[config.mk]
export PLATFORM = sky130hd
export DESIGN_NAME = multicycle_control_fsm
export DESIGN_NICKNAME = d
export VERILOG_FILES = /design/src/rtl/multicycle_control_fsm_pkg.sv /design/src/rtl/multicycle_control_fsm_alu_decoder.sv /design/src/rtl/multicycle_control_fsm.sv
export SDC_FILE = /design/constraint.sdc
export NUM_CORES = 1
export LEC_CHECK = 0
export BUFFER_PORTS_ARGS = -buffer_cell sky130_fd_sc_hd__buf_2
export CAP_MARGIN = 25
export CORE_AREA = 5 5 42 44
export CTS_BUF_LIST = sky130_fd_sc_hd__clkbuf_8 sky130_fd_sc_hd__clkbuf_16
export DETAILED_ROUTE_END_ITERATION = 7
export DIE_AREA = 0 0 47 49
export GPL_ROUTABILITY_DRIVEN = 0
export PLACE_DENSITY = 0.66
export REMOVE_ABC_BUFFERS = 1
export SLEW_MARGIN = 15
export SYNTH_ARGS = -nofsm -noshare
export SYNTH_HDL_FRONTEND = slang
export SYNTH_SLANG_ARGS = --single-unit
[constraint.sdc]
create_clock -name clk -period 2.6 [get_ports clk]
set_clock_uncertainty 0.15 [all_clocks]
set_input_delay 0.52 -clock clk [delete_from_list [all_inputs] [get_ports clk]]
set_output_delay 0.52 -clock clk [all_outputs]
set_load 0.05 [all_outputs]
[src/rtl/multicycle_control_fsm_pkg.sv]
// Shared encodings for the multicycle controller and datapath muxes.
// Holds the state enum, ALUOp/cmd constants and mux select codes.
package multicycle_control_fsm_pkg;

   typedef enum logic [3:0] {
      S_FETCH,
      S_DECODE,
      S_MEMADR,
      S_MEMRD,
      S_MEMWB,
      S_MEMWR,
      S_EXECR,
      S_EXECI,
      S_ALUWB,
      S_BRANCH
   } state_t;

   localparam logic ALUOP_NONE = 1'b0;
   localparam logic ALUOP_DP   = 1'b1;

   localparam logic [3:0] CMD_AND = 4'b0000;
   localparam logic [3:0] CMD_SUB = 4'b0010;
   localparam logic [3:0] CMD_ADD = 4'b0100;
   localparam logic [3:0] CMD_CMP = 4'b1010;
   localparam logic [3:0] CMD_ORR = 4'b1100;

   localparam logic [1:0] ALU_ADD = 2'b00;
   localparam logic [1:0] ALU_SUB = 2'b01;
   localparam logic [1:0] ALU_AND = 2'b10;
   localparam logic [1:0] ALU_ORR = 2'b11;

   localparam logic [1:0] SRCB_REG  = 2'b00;
   localparam logic [1:0] SRCB_IMM  = 2'b01;
   localparam logic [1:0] SRCB_FOUR = 2'b10;

   localparam logic [1:0] RES_ALUOUT = 2'b00;
   localparam logic [1:0] RES_DATA   = 2'b01;
   localparam logic [1:0] RES_ALURES = 2'b10;

   localparam logic [1:0] OP_DP    = 2'b00;
   localparam logic [1:0] OP_MEM   = 2'b01;
   localparam logic [1:0] OP_BR    = 2'b10;
   localparam logic [1:0] OP_UNDEF = 2'b11;

endpackage

[src/rtl/multicycle_control_fsm_alu_decoder.sv]
// Combinational ALU decoder: (ALUOp, Funct) to ALU control,
// flag-write requests and the CMP/unsupported write suppress.
module alu_decoder
   import multicycle_control_fsm_pkg::*;
(
   input  logic       alu_op_i,
   input  logic [4:0] funct_i,
   output logic [1:0] alu_ctl_o,
   output logic [1:0] flag_w_o,
   output logic       no_write_o
);

   logic supported;
   logic s_bit;

   assign s_bit = funct_i[0];

   always_comb begin
      alu_ctl_o  = ALU_ADD;
      flag_w_o   = 2'b00;
      no_write_o = 1'b0;
      supported  = 1'b1;
      if (alu_op_i == ALUOP_DP) begin
         unique case (funct_i[4:1])
            CMD_ADD: alu_ctl_o = ALU_ADD;
            CMD_SUB: alu_ctl_o = ALU_SUB;
            CMD_AND: alu_ctl_o = ALU_AND;
            CMD_ORR: alu_ctl_o = ALU_ORR;
            CMD_CMP: begin
               alu_ctl_o  = ALU_SUB;
               no_write_o = 1'b1;
            end
            default: begin
               supported  = 1'b0;
               no_write_o = 1'b1;
            end
         endcase
         // Carry/overflow only make sense for the adder ops.
         if (supported)
            flag_w_o = {s_bit, s_bit & ~alu_ctl_o[1]};
      end
   end

endmodule

[src/rtl/multicycle_control_fsm.sv]
// Main multicycle controller: sequences fetch/decode/execute and
// issues datapath enables, mux selects and write requests.
module multicycle_control_fsm
   import multicycle_control_fsm_pkg::*;
(
   input  logic       clk,
   input  logic       reset,
   input  logic [1:0] Op,
   input  logic [5:0] Funct,
   input  logic [3:0] Rd,
   output logic       IRWrite,
   output logic       NextPC,
   output logic       AdrSrc,
   output logic       ALUSrcA,
   output logic [1:0] ALUSrcB,
   output logic [1:0] ResultSrc,
   output logic [1:0] ALUControl,
   output logic [1:0] FlagW,
   output logic       PCS,
   output logic       Register_Wr,
   output logic       Memory_Wr,
   output logic       NoWrite,
   output logic       InstrDone
);

   state_t state_q;
   state_t state_d;
   logic   alu_op;
   logic   branch;

   always_ff @(posedge clk) begin
      if (reset) state_q <= S_FETCH;
      else       state_q <= state_d;
   end

   always_comb begin
      state_d     = state_q;
      IRWrite     = 1'b0;
      NextPC      = 1'b0;
      AdrSrc      = 1'b0;
      ALUSrcA     = 1'b0;
      ALUSrcB     = SRCB_REG;
      ResultSrc   = RES_ALUOUT;
      alu_op      = ALUOP_NONE;
      branch      = 1'b0;
      Register_Wr = 1'b0;
      Memory_Wr   = 1'b0;
      InstrDone   = 1'b0;
      unique case (state_q)
         S_FETCH: begin
            IRWrite   = 1'b1;
            NextPC    = 1'b1;
            ALUSrcA   = 1'b1;
            ALUSrcB   = SRCB_FOUR;
            ResultSrc = RES_ALURES;
            state_d   = S_DECODE;
         end
         S_DECODE: begin
            ALUSrcA   = 1'b1;
            ALUSrcB   = SRCB_FOUR;
            ResultSrc = RES_ALURES;
            unique case (Op)
               OP_MEM: state_d = S_MEMADR;
               OP_DP:  state_d = Funct[5] ? S_EXECI : S_EXECR;
               OP_BR:  state_d = S_BRANCH;
               OP_UNDEF: begin
                  state_d   = S_FETCH;
                  InstrDone = 1'b1;
               end
               default: state_d = S_FETCH;
            endcase
         end
         S_MEMADR: begin
            ALUSrcB = SRCB_IMM;
            state_d = Funct[0] ? S_MEMRD : S_MEMWR;
         end
         S_MEMRD: begin
            AdrSrc  = 1'b1;
            state_d = S_MEMWB;
         end
         S_MEMWB: begin
            ResultSrc   = RES_DATA;
            Register_Wr = 1'b1;
            InstrDone   = 1'b1;
            state_d     = S_FETCH;
         end
         S_MEMWR: begin
            AdrSrc    = 1'b1;
            Memory_Wr = 1'b1;
            InstrDone = 1'b1;
            state_d   = S_FETCH;
         end
         S_EXECR: begin
            alu_op  = ALUOP_DP;
            ALUSrcB = SRCB_REG;
            state_d = S_ALUWB;
         end
         S_EXECI: begin
            alu_op  = ALUOP_DP;
            ALUSrcB = SRCB_IMM;
            state_d = S_ALUWB;
         end
         S_ALUWB: begin
            Register_Wr = 1'b1;
            InstrDone   = 1'b1;
            state_d     = S_FETCH;
         end
         S_BRANCH: begin
            ALUSrcB   = SRCB_IMM;
            ResultSrc = RES_ALURES;
            branch    = 1'b1;
            InstrDone = 1'b1;
            state_d   = S_FETCH;
         end
         default: state_d = S_FETCH;
      endcase
   end

   assign PCS = branch | (Register_Wr & (Rd == 4'hF));

   alu_decoder u_alu_decoder (
      .alu_op_i   (alu_op),
      .funct_i    (Funct[4:0]),
      .alu_ctl_o  (ALUControl),
      .flag_w_o   (FlagW),
      .no_write_o (NoWrite)
   );

endmodule
==> results by stage, run 1 <==
Floorplanning:
- The number of ports placed on the die boundary is 31.
- From bottom edge to top edge, the die measures 49 µm.
- The starting density of the core is 30.71%.
- The core outline area is 0.001401 mm².
- The die width is 47 µm.
- The floorplan has 14 rows.
- The full die area is 0.002303 mm².

CTS:
- The root buffer cell chosen for the clock tree is clkbuf_8.
- The post-CTS setup-driven buffer insertion count is 0.
- Post-CTS repair changed the size of 0 cells.
- The clock transition at the registers of the reported paths is 0.03 ns.
- The clock drives 4 sinks.
- For the worst-skew pair, the clock arrives at the later sink with an insertion delay of 0.22 ns.
- In this run, CTS created clock tree buffers numbering 3.
- The clock tree buffer depth is 2.
- The TritonCTS clock tree is yes.
- The number of buffers inserted for hold repair after clock tree synthesis is 0.
- CTS built an H-tree with a depth of 1.

Routing:
- The DRC violation total after the first TritonRoute iteration is 9.
- The total wirelength of the detailed-routed design is 1150 µm.
- The mean number of vias per cell is 5.133.
- The detailed-routing iteration count for the pre-antenna-repair pass is 4.
- The vias after detailed routing is around 540.
- The count of nets left with antenna violations after detail routing is 0.
- The average wire per standard cell is 10.95 µm.
- In the routed design, unresolved DRC markers number 0.

Critical path:
- The source of the critical timing path is state_q[2].
- The critical setup path kind is flop to output port.
- The endpoint identified for the worst register-to-register timing path is state_q[3].
- STA classifies the critical path endpoint as an output port.
- The capturing element of the worst setup path is FlagW[1].
- The highest-delay cell along the critical path is dfxtp_1.
- The kind of start point of the critical path is a flop.
- Measured in cells, the most critical reg-to-reg path has a length of 3.
- For the worst setup path, the data arrival time is around 1.7 ns.
- For this run, the slowest stage of the critical path takes 0.56 ns.
- In this run the register-to-register setup slack is 0.96 ns.
- The start of the worst register-to-register path is state_q[1].
- In this run the worst path has a maximum fanout of 14.
- The required time of the critical path is 1.93 ns.
- Walking the worst path, the cells encountered are nor2b_1, nand4b_1, a211oi_1, buf_2.

Cells and area:
- The largest registers in the layout are state_q (4).
- The register with the most flip-flops in the layout has 4 of them.
- For this run, the post-layout net count is 105.
- The area taken by flip-flops and latches is between 80 and 90 µm².
- The register with the most flip-flops in the final layout is state_q.
- Of the cells placed in the final design, the portion with a size suffix greater than 1 is 40.45%.
- With fillers left out, the area of the finished cells amounts to 616.8 µm².
- The number of standard cells in the layout, taps in and fillers out is 105.
- The footprint of the multi-input gates is 314.1 µm².
- The repair_antennas step left the layout with diodes totalling 0.
- Relative to the synthesized area, the layout overhead comes to 43.31%.
- The filler cells instantiated in the layout total 155.

Logic synthesis:
- The most used flip-flop cell after synthesis is dfxtp_1.
- The count of synthesis-stage warnings from yosys is 0.
- Sorting the synthesized cells by area gives the leading types as dfxtp_1 (19%), nor3_1 (9.3%), a211oi_1 (8.7%).
- The synthesized flop and latch total is 4.
- The synthesized design contains 0 enable-type register cells.
- The most frequent cell after synthesis is nor3_1.
- After synthesis, the share of flip-flops with an asynchronous set or reset is 0%.
- Synthesis produced a netlist whose cell count is 61.
- The post-synthesis area per instance is 7.056 µm².
- The synthesized netlist contains 27 unique library cells.
- The area share of the largest cell type after synthesis is between 10% and 20%.
- The cell area after synthesis is 430.4 µm².
- Counting instances in the post-synthesis netlist gives the leading cell types as nor3_1 (8), a21oi_1 (6), a211oi_1 (5), buf_2 (5), nand2b_1 (5).
- The post-synthesis cell type with the largest combined area is dfxtp_1.
- The proportion of synthesized chip area in sequential cells is about a fifth.

Global route:
- Global routing finished with a remaining overflow of 0.
- Global routing used 10.00% of the available tracks across all layers.
- The number of global-route vias before repair was 425.
- For this run, global-route usage on met1 was measured as 12.53%.
- Entering global routing, the biggest net connects 17 pins.
- Global routing used 14.93% of the available met2 tracks.
- The first global-routing pass estimated 1745 µm of wire.
- The met3 routing resource usage after global routing is 2.583%.
- The number of antenna violations at the first check in global routing is 0.
- met2 is the most crowded layer.

Timing:
- The actual slew at the worst max-slew pin is 0.4848 ns.
- After layout, the worst path uses about nine tenths of the clock period.
- Setup violations remaining at the end of the flow were counted as 0.
- The final max-slew violation count came to 0.
- The highest attainable clock frequency is 420.3 MHz.
- Setup repair after global routing left no endpoint under its margin.
- Setup total negative slack on the finished layout was measured at 0 ns.
- The minimum period implied by the final worst setup slack is 2.379 ns.
- The number of hold violations in the final report is 0.
- The worst relative slew slack is 67.64%.

Flow run:
- The total of max-cap violations is 0.

Placement:
- The total placed instance area is 575.6 µm².
- Once placement completed, the tool counted placed cells totaling 102.
- The HPWL after detailed placement is 913.7 µm.
- During placement, the flow inserted port buffers numbering 30.

Power and ir drop:
- The power density over cell area is 557.6 mW/mm².
- The maximum resistive drop on vdd is 0.3066 mV.
- In this run the static leakage power is between 0.0002 and 0.0003 µW.

Status:
- The run finished with clean final reports.

Hold path:
- In this run the worst hold path is classified as primary input to flop.
[power by group]
| part | leakage (µW) | switching, µW | internal (µW) |
|---|---|---|---|
| Sequential | 0.0000328 | 13.3 | 66.1 |
| Combinational | 0.000219 | 96.1 | 39.9 |
| Clock | 0.0000216 | 30.0 | 98.5 |
[worst max-delay path, delay by kind of cell, from the launching register on]
kind / cells / cell delay, ns
flip-flops: 1 / 0.56
AND/OR/NAND/NOR: 2 / 0.41
buffers and inverters: 1 / 0.29
AO/OA/AOI/OAI: 1 / 0.22
[metal layers]
metal	wire length, µm	vias to the layer above
met1	506	233
li1	-	287
met3	103	2
met5	0	-
met4	17	0
met2	523	17
[cells in the final DEF, fill, tap and decap left out, drive strengths merged]
master / instances
buf: 31
nor3: 8
a21oi: 6
a211oi: 6
nand2b: 5
nor2: 4
dfxtp: 4
clkbuf: 3
nor2b: 2
nand2: 2
nand3b: 2
o21ai: 2
or3b: 1
nand4b: 1
nor4: 1
o22ai: 1
a22o: 1
inv: 1
a311oi: 1
xnor2: 1
xor2: 1
a21boi: 1
a41oi: 1
or4: 1
or3: 1
nor3b: 1
[metrics by stage]
step	hold slack, ns	setup WS [ns]	total power (µW)	util, %
global placement	0.4442	0.4282	216.3	41.07
floorplan	0.3826	-1.471	177.6	-
finish	0.3279	0.2207	344.0	44.02
CTS	0.3291	0.2105	346.7	44.02
global route	0.3380	0.06582	365.0	44.02
detailed placement	0.4529	0.4017	217.3	41.07
[layout make-up]
class | instances | share of cell area, %
multi-input combinational | 50 | 50.91
tap | 16 | 3.245
clock buffer | 3 | 6.694
sequential | 4 | 12.98
inverter | 1 | 0.6085
timing repair buffer | 31 | 25.56
[how the worst min path moves through the flow]
stage,start,endpoint,slack (ns),cells after the start
after floorplan,state_q[0],state_q[0],0.38,1
after global placement,state_q[0],state_q[0],0.44,1
after detailed placement,state_q[0],state_q[0],0.45,1
after CTS,reset,state_q[3],0.33,2
after global routing,reset,state_q[3],0.34,2
final,reset,state_q[3],0.33,2
[logic make-up (layout without fill, tap and decap cells)]
kind of cell	count (synthesis)	count (layout)	share of synthesized area, %
xor gates and xnor gates	2	2	4.071
AOI/OAI and AO/OA	19	19	30.24
buffers and inverters	7	35	8.429
and+or+nand+nor	29	29	38.67
DFF	4	4	18.61
No activity file was read; power rests on OpenSTA's default activity.
==> run 2, diff against run 1 <==
--- a/config.mk
+++ b/config.mk
@@ -5,6 +5,7 @@
 export SDC_FILE = /design/constraint.sdc
 export NUM_CORES = 1
 export LEC_CHECK = 0
+export ABC_AREA = 1
 export BUFFER_PORTS_ARGS = -buffer_cell sky130_fd_sc_hd__buf_2
 export CAP_MARGIN = 25
 export CORE_AREA = 5 5 42 44
@@ -12,7 +13,7 @@
 export DETAILED_ROUTE_END_ITERATION = 7
 export DIE_AREA = 0 0 47 49
 export GPL_ROUTABILITY_DRIVEN = 0
-export PLACE_DENSITY = 0.66
+export PLACE_DENSITY = 0.69
 export REMOVE_ABC_BUFFERS = 1
 export SLEW_MARGIN = 15
 export SYNTH_ARGS = -nofsm -noshare
==> run 2 against run 1 <==
Against the previous run:
- critical path depth grew 1
- fmax grew 13%
- clock power is essentially flat
- first-iteration DRC count grew 22%
- combinational power is essentially flat
- highest routed layer unchanged
- global-route usage grew 0.84 points
- worst hold slack gained 0.036 ns
- sequential power shrank 8.1%
- synthesized cell count grew 23%
==> results by stage, run 2 <==
Power and ir drop:
- The sequential group share of total power is 21.7% (-1.4 points).
- The net switching fraction of the power is 40.86% (+0.31 points).
- The switching component of the power is 137.9 µW (-1.1%).
- The maximum resistive drop on vdd came to 0.1891 mV (-38%).
- The power density over cell area is 549.3 mW/mm² (-1.5%).
- The internal power summed over all cells was 199.6 µW (-2.4%).
- The part of the total power dissipated in combinational logic was 41.0% (+1.4 points).
- The leakage power figure is 0.0003662 µW (+34%).
- The power share of the clock group is 37.3% (about the same).

Cells and area:
- The number of standard cells in the layout, taps in and fillers out came to 122 (+16%).
- In the layout the commonest cells are buf_2 (30), nor2_1 (17), nand2_1 (13), inv_1 (11), nand3_1 (6).
- The number of antenna repair diodes is 0 (unchanged).
- The largest registers in the layout are state_q (4).
- The share of cells above drive strength 1 came to 39.62% (-0.83 points).
- The register containing the most flip-flops in the final layout is state_q.
- The net total in the final layout is 122 (+16%).
- The area growth from synthesis to layout is 47.89%.
- The flip-flop count of the largest register after layout is 4 (unchanged).
- The most frequent standard cell in the layout excluding fill and tap cells is buf_2.
- The area taken by flip-flops and latches is 80.08 µm² (unchanged).
- The number of fill cells is 172 (+11%).
- The footprint of the multi-input gates was 274.0 µm² (-13%).

Placement:
- The number of placed instances with taps included is 119 (+17%).
- The placed wire-length estimate after detailed placement is 1019 µm (+12%).
- The worst slack at placement was 0.5551 ns (+0.1533 ns).
- The number of buffer cells added on primary ports is 30 (unchanged).

CTS:
- The clock root buffer is clkbuf_8.
- The number of buffers inserted for hold repair after clock tree synthesis is 0 (unchanged).
- The clock tree buffer depth is 2 (unchanged).
- The clock transition at the registers of the reported paths is 0.03 ns (about the same).
- The total clock buffers created by CTS was 3 (unchanged).
- The clock latency reported for the late side of the worst-skew pair is 0.21 ns (about the same).
- The number of sinks driven by the clock tree is 4 (unchanged).
- The post-cts repair resize count was 0 (unchanged).
- TritonCTS built the clock tree.
- The number of H-tree levels is 1 (unchanged).
- The post-CTS setup-driven buffer insertion count came to 0 (unchanged).

Floorplanning:
- The die width is 47 µm (unchanged).
- The number of rows in the core area is 14 (unchanged).
- The starting density of the core is 29.64% (-1.1 points).
- The die span in y is 49 µm (unchanged).
- The core outline area is 0.001401 mm² (unchanged).
- The number of ports placed on the die boundary is 31 (unchanged).
- The full die area was 0.002303 mm² (unchanged).

Global route:
- The aggregate global routing overflow came to 0 (unchanged).
- The number of global-route vias before repair came to 507 (+19%).
- The combined global-route utilization of all metal layers was 10.84% (+0.84 points).
- The global-route wire length before repair was 1807 µm (+3.6%).
- The pin count of the biggest net entering global routing is 12 (-5).
- The number of antenna violations at the first check in global routing is 0 (unchanged).

Routing:
- The DRC violation total after the first TritonRoute iteration is 11 (+2).
- The count of nets left with antenna violations after detail routing is 0 (unchanged).
- The vias after detailed routing is 574 (+6.5%).
- The average wire per standard cell is 9.484 µm (-13%).
- The mean number of vias per cell was 4.705 (-8.3%).
- The number of remaining DRC errors is 0 (unchanged).
- The total wirelength of the detailed-routed design came to 1157 µm (+0.61%).
- The detailed-routing iteration count for the pre-antenna-repair pass was 4 (unchanged).

Timing:
- The number of hold violations in the final report is 0 (unchanged).
- Setup repair after global routing left no endpoint under its margin.
- The accumulated negative setup slack is 0 ns (unchanged).
- The fraction of the cycle the final worst path needs came to 80.95% (-11 points).
- The final max-slew violation count came to 0 (unchanged).
- The highest attainable clock frequency is 475.1 MHz (+13%).
- The final count of negative-setup-slack endpoints is 0 (unchanged).
- The actual slew at the worst max-slew pin is 0.3442 ns (-0.1406 ns).
- The worst relative slew slack is 77.03% (+9.4 points).
- The smallest setup slack after layout came to 0.4952 ns (+0.2745 ns).
- The worst hold slack after final layout is 0.3637 ns (+0.03586 ns).
- The minimum period implied by the final worst setup slack is 2.105 ns (-0.2745 ns).

Logic synthesis:
- The count of flip-flops with a built-in enable after synthesis is 0 (unchanged).
- The post-synthesis area per instance is 5.539 µm² (-22%).
- The proportion of register bits with asynchronous set or reset after synthesis came to 0% (unchanged).
- After synthesis, the cell types taking the most area are dfxtp_1 (19%), nor2_1 (15%), nand2_1 (12%).
- By count the netlist is led by nor2_1 (17), nand2_1 (13), inv_1 (11).
- The post-synthesis cell type with the largest combined area is dfxtp_1.
- The most used flip-flop cell after synthesis is dfxtp_1.
- The cell area after synthesis is 415.4 µm² (-3.5%).
- The count of unique library cells instantiated by Yosys is 19 (-30%).
- The area share of the largest cell type after synthesis is 19.28% (+0.67 points).
- The proportion of synthesized chip area in sequential cells is 19.28% (+0.67 points).
- The number of instances in the synthesized netlist is 75 (+23%).
- The most frequent cell after synthesis is nor2_1.
- The synthesized flop and latch total is 4 (unchanged).
- The count of synthesis-stage warnings from yosys came to 0 (unchanged).

Flow run:
- The total of max-cap violations was 0 (unchanged).

Hold path:
- The tightest min-delay check is of the primary input to flop type.

Critical path:
- The critical setup path kind is flop to output port.
- The kind of start point of the critical path is a flop.
- The highest fanout seen on the critical path is 11 (-3).
- The worst setup path is captured at an output port.
- The data arrival time at the worst-slack endpoint was 1.43 ns (-0.28 ns).
- The required time of the critical path is 1.93 ns (about the same).

Status:
- The run finished with clean final reports.
[run 2: cell types whose count changed after synthesis, sizes merged, moves of 4 or more]
cell | before | now
nand2b | 5 | 0
nor2 | 4 | 18
nand4 | 0 | 4
buf | 6 | 2
nand3 | 0 | 6
a211oi | 6 | 0
nand2 | 2 | 17
nor3 | 8 | 1
inv | 1 | 13
[run 2: through the flow]
step           area (µm²)  util [%]  power, µW
6_report            614.3     43.84      337.5
5_1_grt             614.3     43.84      358.0
4_1_cts             614.3     43.84      344.6
3_5_place_dp        573.1     40.89      213.5
3_3_place_gp        573.1     40.89      212.4
2_1_floorplan       402.9         -      176.7
[run 2: logic make-up (layout without fill, tap and decap cells)]
logic type	Yosys count	count (layout)	synth area share, %
AND/OR/NAND/NOR	46	46	51.50
buffers and inverters	15	46	14.76
AO/OA/AOI/OAI	10	10	14.46
flip-flops	4	4	19.28
[run 2: per-layer routing]
metal | track usage, % | part of all wire (%) | up-vias
met5 | 0 | 0 | -
met4 | 6.912 | 2.1 | 0
met3 | 3.690 | 15 | 4
met2 | 18.33 | 45 | 27
met1 | 10.53 | 37 | 241
li1 | - | - | 302
[run 2: worst max-delay path: stages, from the launching register on]
cell and delay (ns):
dfxtp_1 0.51, inv_1 0.14, nand2_2 0.11, nor2_1 0.05
a31o_2 0.20, buf_2 0.20
[run 2: power by group through the flow]
stage | clock (µW) | combinational (µW) | sequential, µW
2_1_floorplan | 0 | 104 | 72.4
3_3_place_gp | 0 | 138 | 73.9
3_5_place_dp | 0 | 140 | 73.7
4_1_cts | 132 | 140 | 73.0
5_1_grt | 135 | 149 | 74.1
6_report | 126 | 138 | 73.1
[run 2: layout make-up]
| cell class | instances | area share [%] |
|---|---|---|
| inverter | 13 | 7.943 |
| timing repair buffer | 30 | 24.44 |
| sequential | 4 | 13.03 |
| tap | 16 | 3.259 |
| multi-input combinational | 56 | 44.60 |
| clock buffer | 3 | 6.721 |
[run 2: path summary, 6_finish.rpt]
kind / cells after the start / slack (ns) / start / to
hold reg to reg: 3 / 0.49 / state_q[2] / state_q[0]
setup / recovery: 5 / 0.50 / state_q[1] / AdrSrc
setup reg to reg: 5 / 1.39 / state_q[1] / state_q[2]
hold / removal: 2 / 0.36 / reset / state_q[2]
==> run 3, diff against run 2 <==
--- a/config.mk
+++ b/config.mk
@@ -13,7 +13,7 @@
 export DETAILED_ROUTE_END_ITERATION = 7
 export DIE_AREA = 0 0 47 49
 export GPL_ROUTABILITY_DRIVEN = 0
-export PLACE_DENSITY = 0.69
+export PLACE_DENSITY = 0.71
 export REMOVE_ABC_BUFFERS = 1
 export SLEW_MARGIN = 15
 export SYNTH_ARGS = -nofsm -noshare
==> constraint.sdc (replaced) <==
create_clock -name clk -period 1.8 [get_ports clk]
set_clock_uncertainty 0.15 [all_clocks]
set_input_delay 0.36 -clock clk [delete_from_list [all_inputs] [get_ports clk]]
set_output_delay 0.36 -clock clk [all_outputs]
set_load 0.05 [all_outputs]
==> run 3 against run 2 <==
Against the previous run:
- register-to-register slack worse by 0.69 ns
- largest power group unchanged
- highest routed layer unchanged
- critical path depth rose by 3
- via count grew 8.0%
- core utilization rose by 7.2 points
- sequential power grew 46%
- die area did not move
- setup slack worse by 0.45 ns
- sequential share of layout area fell by 0.80 points
- largest cell class unchanged
- wire length is 20% higher
- flip-flop and latch count unchanged
- worst hold slack worse by 0.17 ns
==> results by stage, run 3 (synthesis results as in run 2) <==
Status:
- The flow ran to the end, and the final reports show no timing, DRC or antenna violations.

Critical path:
- The buffering stage count on the worst path with inverters included came to 3 (+1).
- The longest individual stage delay on the worst path is 0.35 ns (-0.16 ns).
- The worst reg2reg path endpoint is state_q[0].
- The data arrival time at the worst-slack endpoint was 1.25 ns (-0.18 ns).
- The highest fanout seen on the critical path is 5 (-6).
- The setup slack of the most critical reg-to-reg path came to 0.70 ns (-0.69 ns).
- STA classifies the critical path endpoint as an output port.
- The number of cells traversed by the worst register-to-register path is 5 (unchanged).
- The signal on the critical path passes through inv_4, nand2_4, inv_4, nand2_4, nor2_2, nand2_1, nor2_2, buf_6.
- The critical setup path kind is flop to output port.
- The top cell family by delay on the critical path is simple AND/OR/NAND/NOR gates.
- The startpoint identified for the worst register-to-register timing path is state_q[2].
- The highest-delay cell along the critical path is dfxtp_4.
- The required time of the critical path was 1.29 ns (-0.64 ns).
- STA classifies the critical path startpoint as a flop.

Cells and area:
- The final instance area was 715.7 µm² (+16%).
- The largest registers in the layout are state_q (4).
- The library cell used most frequently in the layout, excluding fill and tap cells, is buf_2.
- The footprint of the multi-input gates is 294.0 µm² (+7.3%).
- The number of antenna repair diodes is 0 (unchanged).
- The top cell types in the final layout, fill and taps aside, are buf_2 (19), nor2_1 (13), nand2_1 (13), inv_1 (11), buf_4 (10).
- The area taken by flip-flops and latches is 87.58 µm² (+9.4%).
- The number of fill cells is 141 (-18%).
- The net total in the final layout is 126 (+3.3%).
- Relative to the synthesized area, the layout overhead comes to 72.29%.
- The share of cells above drive strength 1 is 49.09% (+9.5 points).
- The register containing the most flip-flops in the final layout is state_q.
- The flip-flop count of the largest register after layout is 4 (unchanged).

Global route:
- The pin count of the biggest net entering global routing was 8 (-4).
- The global-route wire length before repair is 2007 µm (+11%).
- The aggregate global routing overflow is 0 (unchanged).
- The combined global-route utilization of all metal layers is 11.67% (+0.84 points).
- The number of global-route vias before repair was 541 (+6.7%).
- The number of antenna violations at the first check in global routing was 0 (unchanged).

Floorplanning:
- The die span in y is 49 µm (unchanged).
- The starting density of the core is 29.64% (unchanged).
- The core outline area is 0.001401 mm² (unchanged).
- The full die area is 0.002303 mm² (unchanged).
- The die width is 47 µm (unchanged).
- The number of rows in the core area is 14 (unchanged).
- The number of ports placed on the die boundary is 31 (unchanged).

Timing:
- The minimum period implied by the final worst setup slack is 1.758 ns.
- The worst hold slack after final layout is 0.1982 ns (-0.1656 ns).
- The highest attainable clock frequency is 568.9 MHz.
- The final count of negative-setup-slack endpoints was 0 (unchanged).
- The number of hold violations in the final report came to 0 (unchanged).
- The accumulated negative setup slack is 0 ns (unchanged).
- Setup repair after global routing could not meet its margin everywhere.
- The final max-slew violation count was 0 (unchanged).
- The worst relative slew slack is 80.34% (+3.3 points).
- The actual slew at the worst max-slew pin was 0.2930 ns (-0.05119 ns).
- Dividing the final minimum period by the clock period gives 97.65%.

Placement:
- The placed wire-length estimate after detailed placement is 1095 µm (+7.4%).
- The total placed instance area came to 588.1 µm² (+2.6%).
- The number of buffer cells added on primary ports came to 30 (unchanged).

CTS:
- The total clock buffers created by CTS is 3 (unchanged).
- TritonCTS built the clock tree.
- The number of H-tree levels is 1 (unchanged).
- The cell sitting at the root of the clock tree is a clkbuf_8.
- The clock latency reported for the late side of the worst-skew pair is 0.22 ns (about the same).
- The clock tree buffer depth was 2 (unchanged).
- The number of sinks driven by the clock tree came to 4 (unchanged).
- The clock transition at the registers of the reported paths is 0.03 ns (about the same).

Hold path:
- The startpoint of the most critical hold path is reset.
- The end point of the worst hold path is state_q[2].
- The cell depth of the worst hold path was 2 (unchanged).
- The path class of the tightest hold or removal check is primary input to flop.

Routing:
- The average wire per standard cell is 10.98 µm (+16%).
- The number of remaining DRC errors is 0 (unchanged).
- The vias after detailed routing is 620 (+8.0%).
- The total wirelength of the detailed-routed design is 1384 µm (+20%).
- The detailed-routing iteration count for the pre-antenna-repair pass is 4 (unchanged).
- The count of nets left with antenna violations after detail routing is 0 (unchanged).
- The mean number of vias per cell is 4.921 (+4.6%).
- The DRC violation total after the first TritonRoute iteration was 6 (-5).

Power and ir drop:
- The total power consumption of the routed design came to 525.5 µW (+56%).
- The part of the total power dissipated in combinational logic is 43.7% (+2.7 points).
- The power density over cell area came to 734.3 mW/mm² (+34%).
- The sequential group share of total power is 20.3% (-1.4 points).
- The internal power summed over all cells is 308.3 µW (+54%).
- The power share of the clock group was 36.1% (-1.2 points).
- The net switching fraction of the power is 41.34% (+0.49 points).
- The leakage power figure is 0.0004057 µW (+11%).
- The maximum resistive drop on vdd is 0.2919 mV (+54%).
- The switching component of the power is 217.3 µW (+58%).

Flow run:
- The total of max-cap violations is 0 (unchanged).
## run 3: cell types whose count changed in the layout (fill, tap and decap cells not counted), sizes merged
cell,change
buf,+2
clkbuf,+2
## run 3: timing repair
action | CTS | global route
gates resized for setup | 12 | 22
setup endpoints to repair | 8 | 13
hold endpoints to repair | 0 | 0
hold buffers | 0 | 0
pin swaps | 3 | 3
buffers inserted | 0 | 2
## run 3: metrics by stage
stage	setup WS [ns]	util, %	std cells
detailed placement	0.04859	41.96	121
finish	0.04224	51.07	126
global placement	0.1180	41.96	121
CTS	-0.03076	47.05	124
global route	-0.03075	51.07	126
floorplan	-0.5330	-	73
## run 3: area by class of cell
class	instances	share of cell area, %
Sequential cell	4	12.24
Multi-Input combinational cell	56	41.08
Clock buffer	3	5.769
Timing Repair Buffer	34	30.59
Inverter	13	7.517
Tap cell	16	2.797
## run 3: how the worst max path moves through the flow
stage               startpoint       end  cells after the start  slack, ns
floorplan           state_q[1]   IRWrite                      3      -0.53
global placement      Funct[1]  FlagW[0]                      7       0.12
detailed placement    Funct[1]  FlagW[0]                      7       0.05
CTS                 state_q[3]  FlagW[0]                      8      -0.03
global route        state_q[3]  FlagW[0]                      8      -0.03
finish              state_q[3]  FlagW[0]                      8       0.04
## run 3: layer usage
metal | vias to the layer above | track usage (%) | wire, µm
met1 | 270 | 11.38 | 487
li1 | 310 | - | -
met3 | 5 | 1.476 | 173
met5 | - | 0 | 0
met2 | 35 | 20.81 | 688
met4 | 0 | 8.295 | 34
## run 3: power groups by stage
stage	Combinational (µW)	Sequential, µW	Clock, µW
after floorplan	151	105	0
after global placement	206	105	0
after detailed placement	209	105	0
after CTS	213	106	194
after global routing	244	108	199
final	229	107	190
## run 3: worst register-to-register path: cells and delay by family (launching register included)
kind | cells | cell delay, ns
flip-flops | 1 | 0.33
buffers and inverters | 1 | 0.12
AO/OA/AOI/OAI | 1 | 0.11
AND/OR/NAND/NOR | 3 | 0.31
